## src/rtl/lfsr_multistep.sv

```systemverilog
// Maximal-length XNOR Fibonacci LFSR, NUM_BITS 3..32, advancing STEPS_PER_CLK
// shifts per enabled clock, with lockup-seed guard and wrap detection.
//
// Ports:
//   i_Clk         clock, rising edge
//   i_Rst         synchronous active-high reset
//   i_Enable      advance the LFSR this clock
//   i_Seed_DV     one-cycle strobe to load i_Seed_Data
//   i_Seed_Data   seed value
//   o_LFSR_Data   registered LFSR state
//   o_LFSR_Done   pulse: a shift this clock reached the reference state
//   o_Seed_Err    pulse: all-ones lockup seed was rejected (zeros loaded)
//   o_Period_Cnt  enabled clocks since last reference/wrap
//
// Optional: define LFSR_PERIOD_CNT_EN to build the period counter;
// otherwise o_Period_Cnt is tied to zero.

module lfsr_multistep #(
  parameter int NUM_BITS      = 4,
  parameter int STEPS_PER_CLK = 1,
  parameter int CNT_BITS      = 32
) (
  input  logic                i_Clk,
  input  logic                i_Rst,
  input  logic                i_Enable,
  input  logic                i_Seed_DV,
  input  logic [NUM_BITS-1:0] i_Seed_Data,
  output logic [NUM_BITS-1:0] o_LFSR_Data,
  output logic                o_LFSR_Done,
  output logic                o_Seed_Err,
  output logic [CNT_BITS-1:0] o_Period_Cnt
);

  generate
    if (NUM_BITS < 3 || NUM_BITS > 32) begin : g_bad_width
      $error("lfsr_multistep: NUM_BITS must be 3..32");
    end
    if (STEPS_PER_CLK < 1 || STEPS_PER_CLK > NUM_BITS) begin : g_bad_steps
      $error("lfsr_multistep: STEPS_PER_CLK must be 1..NUM_BITS");
    end
    if (CNT_BITS < 1) begin : g_bad_cnt
      $error("lfsr_multistep: CNT_BITS must be >= 1");
    end
  endgenerate

  // Build a mask from 1-based tap positions; 0 means unused slot.
  function automatic logic [31:0] taps(
    input int a,
    input int b,
    input int c,
    input int d
  );
    logic [31:0] m;
    m = '0;
    if (a > 0) m[5'(a-1)] = 1'b1;
    if (b > 0) m[5'(b-1)] = 1'b1;
    if (c > 0) m[5'(c-1)] = 1'b1;
    if (d > 0) m[5'(d-1)] = 1'b1;
    return m;
  endfunction

  // XAPP052 maximal-length tap table.
  function automatic logic [31:0] tap_mask(input int n);
    logic [31:0] m;
    m = '0;
    case (n)
      3:       m = taps(3, 2, 0, 0);
      4:       m = taps(4, 3, 0, 0);
      5:       m = taps(5, 3, 0, 0);
      6:       m = taps(6, 5, 0, 0);
      7:       m = taps(7, 6, 0, 0);
      8:       m = taps(8, 6, 5, 4);
      9:       m = taps(9, 5, 0, 0);
      10:      m = taps(10, 7, 0, 0);
      11:      m = taps(11, 9, 0, 0);
      12:      m = taps(12, 6, 4, 1);
      13:      m = taps(13, 4, 3, 1);
      14:      m = taps(14, 5, 3, 1);
      15:      m = taps(15, 14, 0, 0);
      16:      m = taps(16, 15, 13, 4);
      17:      m = taps(17, 14, 0, 0);
      18:      m = taps(18, 11, 0, 0);
      19:      m = taps(19, 6, 2, 1);
      20:      m = taps(20, 17, 0, 0);
      21:      m = taps(21, 19, 0, 0);
      22:      m = taps(22, 21, 0, 0);
      23:      m = taps(23, 18, 0, 0);
      24:      m = taps(24, 23, 22, 17);
      25:      m = taps(25, 22, 0, 0);
      26:      m = taps(26, 6, 2, 1);
      27:      m = taps(27, 5, 2, 1);
      28:      m = taps(28, 25, 0, 0);
      29:      m = taps(29, 27, 0, 0);
      30:      m = taps(30, 6, 4, 1);
      31:      m = taps(31, 28, 0, 0);
      32:      m = taps(32, 22, 2, 1);
      default: m = '0;
    endcase
    return m;
  endfunction

  localparam logic [31:0] TAP_ALL = tap_mask(NUM_BITS);
  localparam logic [NUM_BITS-1:0] TAPS = TAP_ALL[NUM_BITS-1:0];

  function automatic logic [NUM_BITS-1:0] lfsr_step(
    input logic [NUM_BITS-1:0] s
  );
    return {s[NUM_BITS-2:0], ~^(s & TAPS)};
  endfunction

  logic [NUM_BITS-1:0] r_data;
  logic [NUM_BITS-1:0] r_ref;
  logic                r_done;
  logic                r_err;

  logic [NUM_BITS-1:0] w_chain [0:STEPS_PER_CLK];
  logic                w_hit;
  logic                w_lock_seed;

  // Chain of shifts; a wrap is flagged if any intermediate lands on REF,
  // so multi-step clocks cannot skip over the reference state.
  always_comb begin
    w_hit      = 1'b0;
    w_chain[0] = r_data;
    for (int j = 0; j < STEPS_PER_CLK; j++) begin
      w_chain[j+1] = lfsr_step(w_chain[j]);
      if (w_chain[j+1] == r_ref) w_hit = 1'b1;
    end
  end

  assign w_lock_seed = &i_Seed_Data;

  always_ff @(posedge i_Clk) begin
    if (i_Rst) begin
      r_data <= '0;
      r_ref  <= '0;
      r_done <= 1'b0;
      r_err  <= 1'b0;
    end else if (i_Seed_DV) begin
      r_done <= 1'b0;
      if (w_lock_seed) begin
        r_data <= '0;
        r_ref  <= '0;
        r_err  <= 1'b1;
      end else begin
        r_data <= i_Seed_Data;
        r_ref  <= i_Seed_Data;
        r_err  <= 1'b0;
      end
    end else if (i_Enable) begin
      r_data <= w_chain[STEPS_PER_CLK];
      r_done <= w_hit;
      r_err  <= 1'b0;
    end else begin
      r_done <= 1'b0;
      r_err  <= 1'b0;
    end
  end

`ifdef LFSR_PERIOD_CNT_EN
  logic [CNT_BITS-1:0] r_cnt;

  // Cleared on the wrap clock so the next step reads 1.
  always_ff @(posedge i_Clk) begin
    if (i_Rst) begin
      r_cnt <= '0;
    end else if (i_Seed_DV) begin
      r_cnt <= '0;
    end else if (i_Enable) begin
      if (w_hit) r_cnt <= '0;
      else       r_cnt <= r_cnt + 1'b1;
    end
  end

  assign o_Period_Cnt = r_cnt;
`else
  assign o_Period_Cnt = '0;
`endif

  assign o_LFSR_Data = r_data;
  assign o_LFSR_Done = r_done;
  assign o_Seed_Err  = r_err;

endmodule

```

## config.mk

```make
export PLATFORM = sky130hd
export DESIGN_NAME = lfsr_multistep
export DESIGN_NICKNAME = d
export VERILOG_FILES = /design/src/rtl/lfsr_multistep.sv
export SDC_FILE = /design/constraint.sdc
export NUM_CORES = 1
export LEC_CHECK = 0
export CAP_MARGIN = 20
export CORE_MARGIN = 3
export CORE_UTILIZATION = 35
export DETAILED_ROUTE_END_ITERATION = 16
export GPL_TIMING_DRIVEN = 0
export PLACE_DENSITY = 0.77
export SYNTH_ARGS = -nofsm -noshare
export SYNTH_HDL_FRONTEND = slang
export SYNTH_SLANG_ARGS = --single-unit
```

## constraint.sdc

```tcl
create_clock -name i_Clk -period 1.2 [get_ports i_Clk]
set_input_delay 0.12 -clock i_Clk [delete_from_list [all_inputs] [get_ports i_Clk]]
set_output_delay 0.12 -clock i_Clk [all_outputs]
set_load 0.02 [all_outputs]
```

# Yosys cells after proc, flatten, opt, wreduce, memory -nomap -nowiden
# Index checks and enable logic that the tools add are counted.
# totals
word_cells	17
memories	0
reg_bits	10
latchBits	0
mem_bits_ro	0
out_inout_bits	38
ram_bits	0
inputBits	8
# classes
div_mod_pow	0
n_addsub	0
n_reduce_logical	5
n_eq_ne	1
muxes	5
n_lt_le_gt_ge	0
n_mul	0
shift	0
bitwise_logic	2
# ops
op	n
4-bit two-way mux	3
4-bit == test	1
4-bit AND reduction	1
4-bit XNOR reduction	1
3-bit OR reduction	1
1-bit two-way mux	2
1-bit NOT	2
2-bit nonzero test	1
2-bit OR reduction	1

# Longest topological paths before layout
# depth
ltp_word	3
depth_mapped	4
depth_no_buf	3

# Least setup slack after synthesis
# OpenSTA, ideal clock, no wires.
# synth_path
path_kind	reg2reg
start	register r_data[3], in the netlist o_LFSR_Data[3]
end	register r_done, in the netlist o_LFSR_Done
stages_incl_launch_ff	4
required_ps	1130
n_path_buf	0
setup_ps	70
synth_period_minus_slack_ps	1092
arrival_ps	1022
setup_slack_ps	108
path_cell_list	dfxtp_1 -> xnor2_1 -> or3_1 -> a21oi_1
# synth_between
elab_chain_cells	3
# synth_rtl
item	line_no	text
from (decl)	111	logic [NUM_BITS-1:0] r_data;
from (signal assigned)	146	r_data <= i_Seed_Data;
from (signal assigned)	151	r_data <= w_chain[STEPS_PER_CLK];
4-bit XNOR reduction	108	return {s[NUM_BITS-2:0], ~^(s & TAPS)};
4-bit == test	127	if (w_chain[j+1] == r_ref) w_hit = 1'b1;
1-bit two-way mux	127	
to (signal assigned)	152	r_done <= w_hit;
to (decl)	113	logic r_done;
# No other way between the ends.
# A chain may end at the register's enable or synchronous reset.

# Final worst setup path
# layout_path
start	register r_data[2], in the netlist o_LFSR_Data[2]
end	output port o_LFSR_Data[2]
# layout_lines
item	line_no	text
to (decl)	28	output logic [NUM_BITS-1:0] o_LFSR_Data,
# No word-level cell between the ends.

==> results by group <==
Worst setup path
  • CP delay by family, top: flip-flops
  • Critical-path top delay cell: dfxtp_1
  • Startpoint types: flop
  • WS Path Type: flop to output pin
  • Bufs and invs on worst path: 1
  • CP max FO: 6
  • Critical path endpoint category: output pin
  • Data arrival time of the worst path: approximately 1.0 ns
  • Critical Path Max Stage Delay: about 0.42 ns
  • Crit path cell chain: clkdlybuf4s15_1
  • Worst Path Required: roughly 1.1 ns

Floorplan
  • # rows: 15
  • Die Y: 51.02 microns
  • Die Footprint: between 2000 and 3000 sq um
  • Num ports: 46
  • Chip Width: between 50 and 60 microns
  • Core area: between 1500 and 2000 sq um
  • Starting Density: ~40%

Power
  • Psw: between 300 and 400 uW
  • Leakage power: ~0.00054 uW
  • Seq pwr share: a little under two fifths
  • Combinational fraction of design power: 31.0%
  • Clock power frac: a little under a third
  • Power Internal: between 600 and 700 uW
  • Pwr dens: approximately 980 nW/um^2
  • Switching part of the total: between 30% and 40%
  • Maximum vdd drop: 0.5373 mV

STA
  • Max-slew violations: 0
  • Tcrit/Tclk final: between 90% and 100%
  • Fin crit period: between 1 and 1.5 ns
  • Fin Setup TNS: 0 ns
  • Fmax: between 0.8 and 0.9 GHz
  • RSZ-0062 raised after global routing: no
  • Post-route setup slack: 0.05770 ns
  • Final setup viols: 0
  • Hold Vio Cnt, Final: 0
  • Setup Skew: 0.001434 ns

GRT
  • First-pass GRT wire length: between 2 and 2.5 mm
  • Final global-route overflow total: 0
  • GRT Resource Usage Total: 10.85%
  • Largest net degree at the start of global routing: 11
  • Vias in the first global route: about 570
  • Initial antenna violation count: 0

CTS
  • CTS tree: done
  • Setup bufs post-CTS: 0
  • Total CTS buffers: 3
  • Clk sinks: 10
  • CTS root buf: clkbuf_4
  • Clk pin slew, worst setup/hold paths: ~0.070 ns
  • CTS HTree Levels: 1
  • Clock Latency Late Sink: roughly 0.27 ns
  • CTS Buffer Depth: 2
  • CTS Hold Bufs: 0

Logic synthesis
  • Synth area leaders: buf_4 34%, dfxtp_1 28%, nand3_1 6.3%
  • Mapped Area: 709.4 sq um
  • Post-synthesis mux area share: ~1.4%
  • Share of synthesized registers carrying an async set or reset: 0%
  • Number of synthesized flops with an enable pin: 0
  • Most common cell in the netlist: buf_4
  • Largest family of logic cells by synthesized area: buffers and inverters
  • Ys flop type: dfxtp_1
  • Simple-gate share of the synthesized area: between 10% and 20%
  • Avg Inst Size Synth: about 8 sq um
  • Top cell type by total area after synthesis: buf_4
  • Synth unique cells: 21
  • Yosys top cell area share: approximately 34%
  • Post-synthesis instance total: around 90
  • Yosys warns: 0
  • Post-synth top cells: 32 x buf_4, 10 x dfxtp_1, 9 x nand3_1, 5 x a21oi_1, 4 x nand2b_1
  • Synth Area in Compound Gates: approximately 11%
  • Synth Area in XOR/XNOR: 4.938%
  • Synth Area in Adders: 0%
  • Seq/Total Area, Yosys: about 28%
  • Seq cells post-synth: 10

Layout
  • # nets final: 143
  • N_diodes: 0
  • Final std cells w/o fill: between 150 and 200
  • Fraction of layout cells with a size suffix above 1: between 20% and 30%
  • Synth-to-Final Area Change: 40.92%
  • Fin util: a little over half

Detailed routing
  • Detailed-route DRC error count: 0
  • Starting DRT DRC Count: 3
  • WL/cell: 8.245 microns
  • Vias: just over 600
  • Routed Antenna Nets: 0
  • WL final: around 1.3 mm
  • TritonRoute pass-1 iters: 4
  • Via/cell ratio: 3.862

Place
  • Port Buffers: 11
  • DP Cell Count: roughly 160
  • Pre-CTS WS: -0.1667 ns
  • Gpl congestion: roughly 0.74
  • Dpl hpwl: about 1.2 mm

Hold path
  • Hold Crit Class: primary input to flop

Run status
  • Status: finished, final reports clean

Run
  • Max-cap violation count: 0
-- flip-flops by register name (all words and copies together), names as in the netlist --
register	cells
o_LFSR_Data	4
r_ref	4
o_LFSR_Done	1
o_Seed_Err	1
-- layout make-up --
class | instances | area (sq um)
Buffer | 35 | 252.7
Clock buffer | 4 | 36.28
Tap cell | 25 | 31.28
Multi-Input combinational cell | 71 | 361.6
Sequential cell | 10 | 200.2
Fill cell | 185 | 820.8
Timing Repair Buffer | 11 | 106.4
Inverter | 3 | 11.26
-- cells by family after synthesis --
| logic type | after synthesis |
|---|---|
| other cells | 1 |
| simple gates | 22 |
| flops | 10 |
| xor+xnor | 4 |
| compound gates | 12 |
| buf+inv | 38 |
| mux | 1 |
-- layer usage --
layer / share of wire (%) / routed length [microns] / GRT usage [%] / vias to the layer above
met5: 0 / 0 / 0 / -
met4: 1.7 / 22 / 4.036 / 0
met3: 9.2 / 121 / 2.915 / 3
met2: 51 / 665 / 20.39 / 32
met1: 38 / 502 / 11.31 / 258
li1: - / - / - / 321
-- placed cells by master, fill, tap and decap left out, drive strengths merged --
cell type,netlist,final
a211oi,3,3
a21o,3,3
a21oi,5,5
buf,33,33
clkbuf,2,6
clkdlybuf4s15,0,1
clkdlybuf4s50,0,4
conb,1,32
dfxtp,10,10
dlygate4sd2,0,5
dlymetal6s2s,0,1
inv,3,3
mux2i,1,1
nand2,1,1
nand2b,4,4
nand3,9,9
nand4,1,1
nand4b,1,1
nor2,2,2
nor3,3,3
o2bb2ai,1,1
or3,1,1
xnor2,3,3
xor2,1,1
-- metrics by stage --
step	hold slack, ns	instance area, sq um	power, uW
after floorplan	0.2391	825.8	621.1
after global routing	0.2706	999.7	1036
after detailed placement	0.4800	967.2	680.9
after CTS	0.2257	996.0	976.7
after global placement	0.4739	967.2	677.4
final	0.2281	999.7	976.2
-- path summary, 6_finish.rpt --
check	start	to	slack, ns	depth (start not counted)
max	o_LFSR_Data[2]$_SDFFE_PP0P_	o_LFSR_Data[2]	0.06	1
min	i_Enable	o_LFSR_Done$_SDFF_PP0_	0.23	3
min reg2reg	r_ref[3]$_SDFFE_PP0P_	o_LFSR_Done$_SDFF_PP0_	0.49	2
max reg2reg	o_LFSR_Data[3]$_SDFFE_PP0P_	o_LFSR_Done$_SDFF_PP0_	0.20	3
-- power groups by stage --
| stage | logic (uW) | registers [uW] | clock network, uW |
|---|---|---|---|
| final | 302 | 367 | 306 |
| after global routing | 329 | 371 | 336 |
| after CTS | 298 | 367 | 311 |
| after detailed placement | 305 | 376 | 0 |
| after global placement | 303 | 375 | 0 |
| after floorplan | 234 | 387 | 0 |
-- what timing repair did --
item / 4_1_cts / 5_1_grt
gates cloned: 0 / 0
resized for setup: 6 / 2
setup endpoints to repair: 6 / 2
Power figures use the tool's default switching activity.
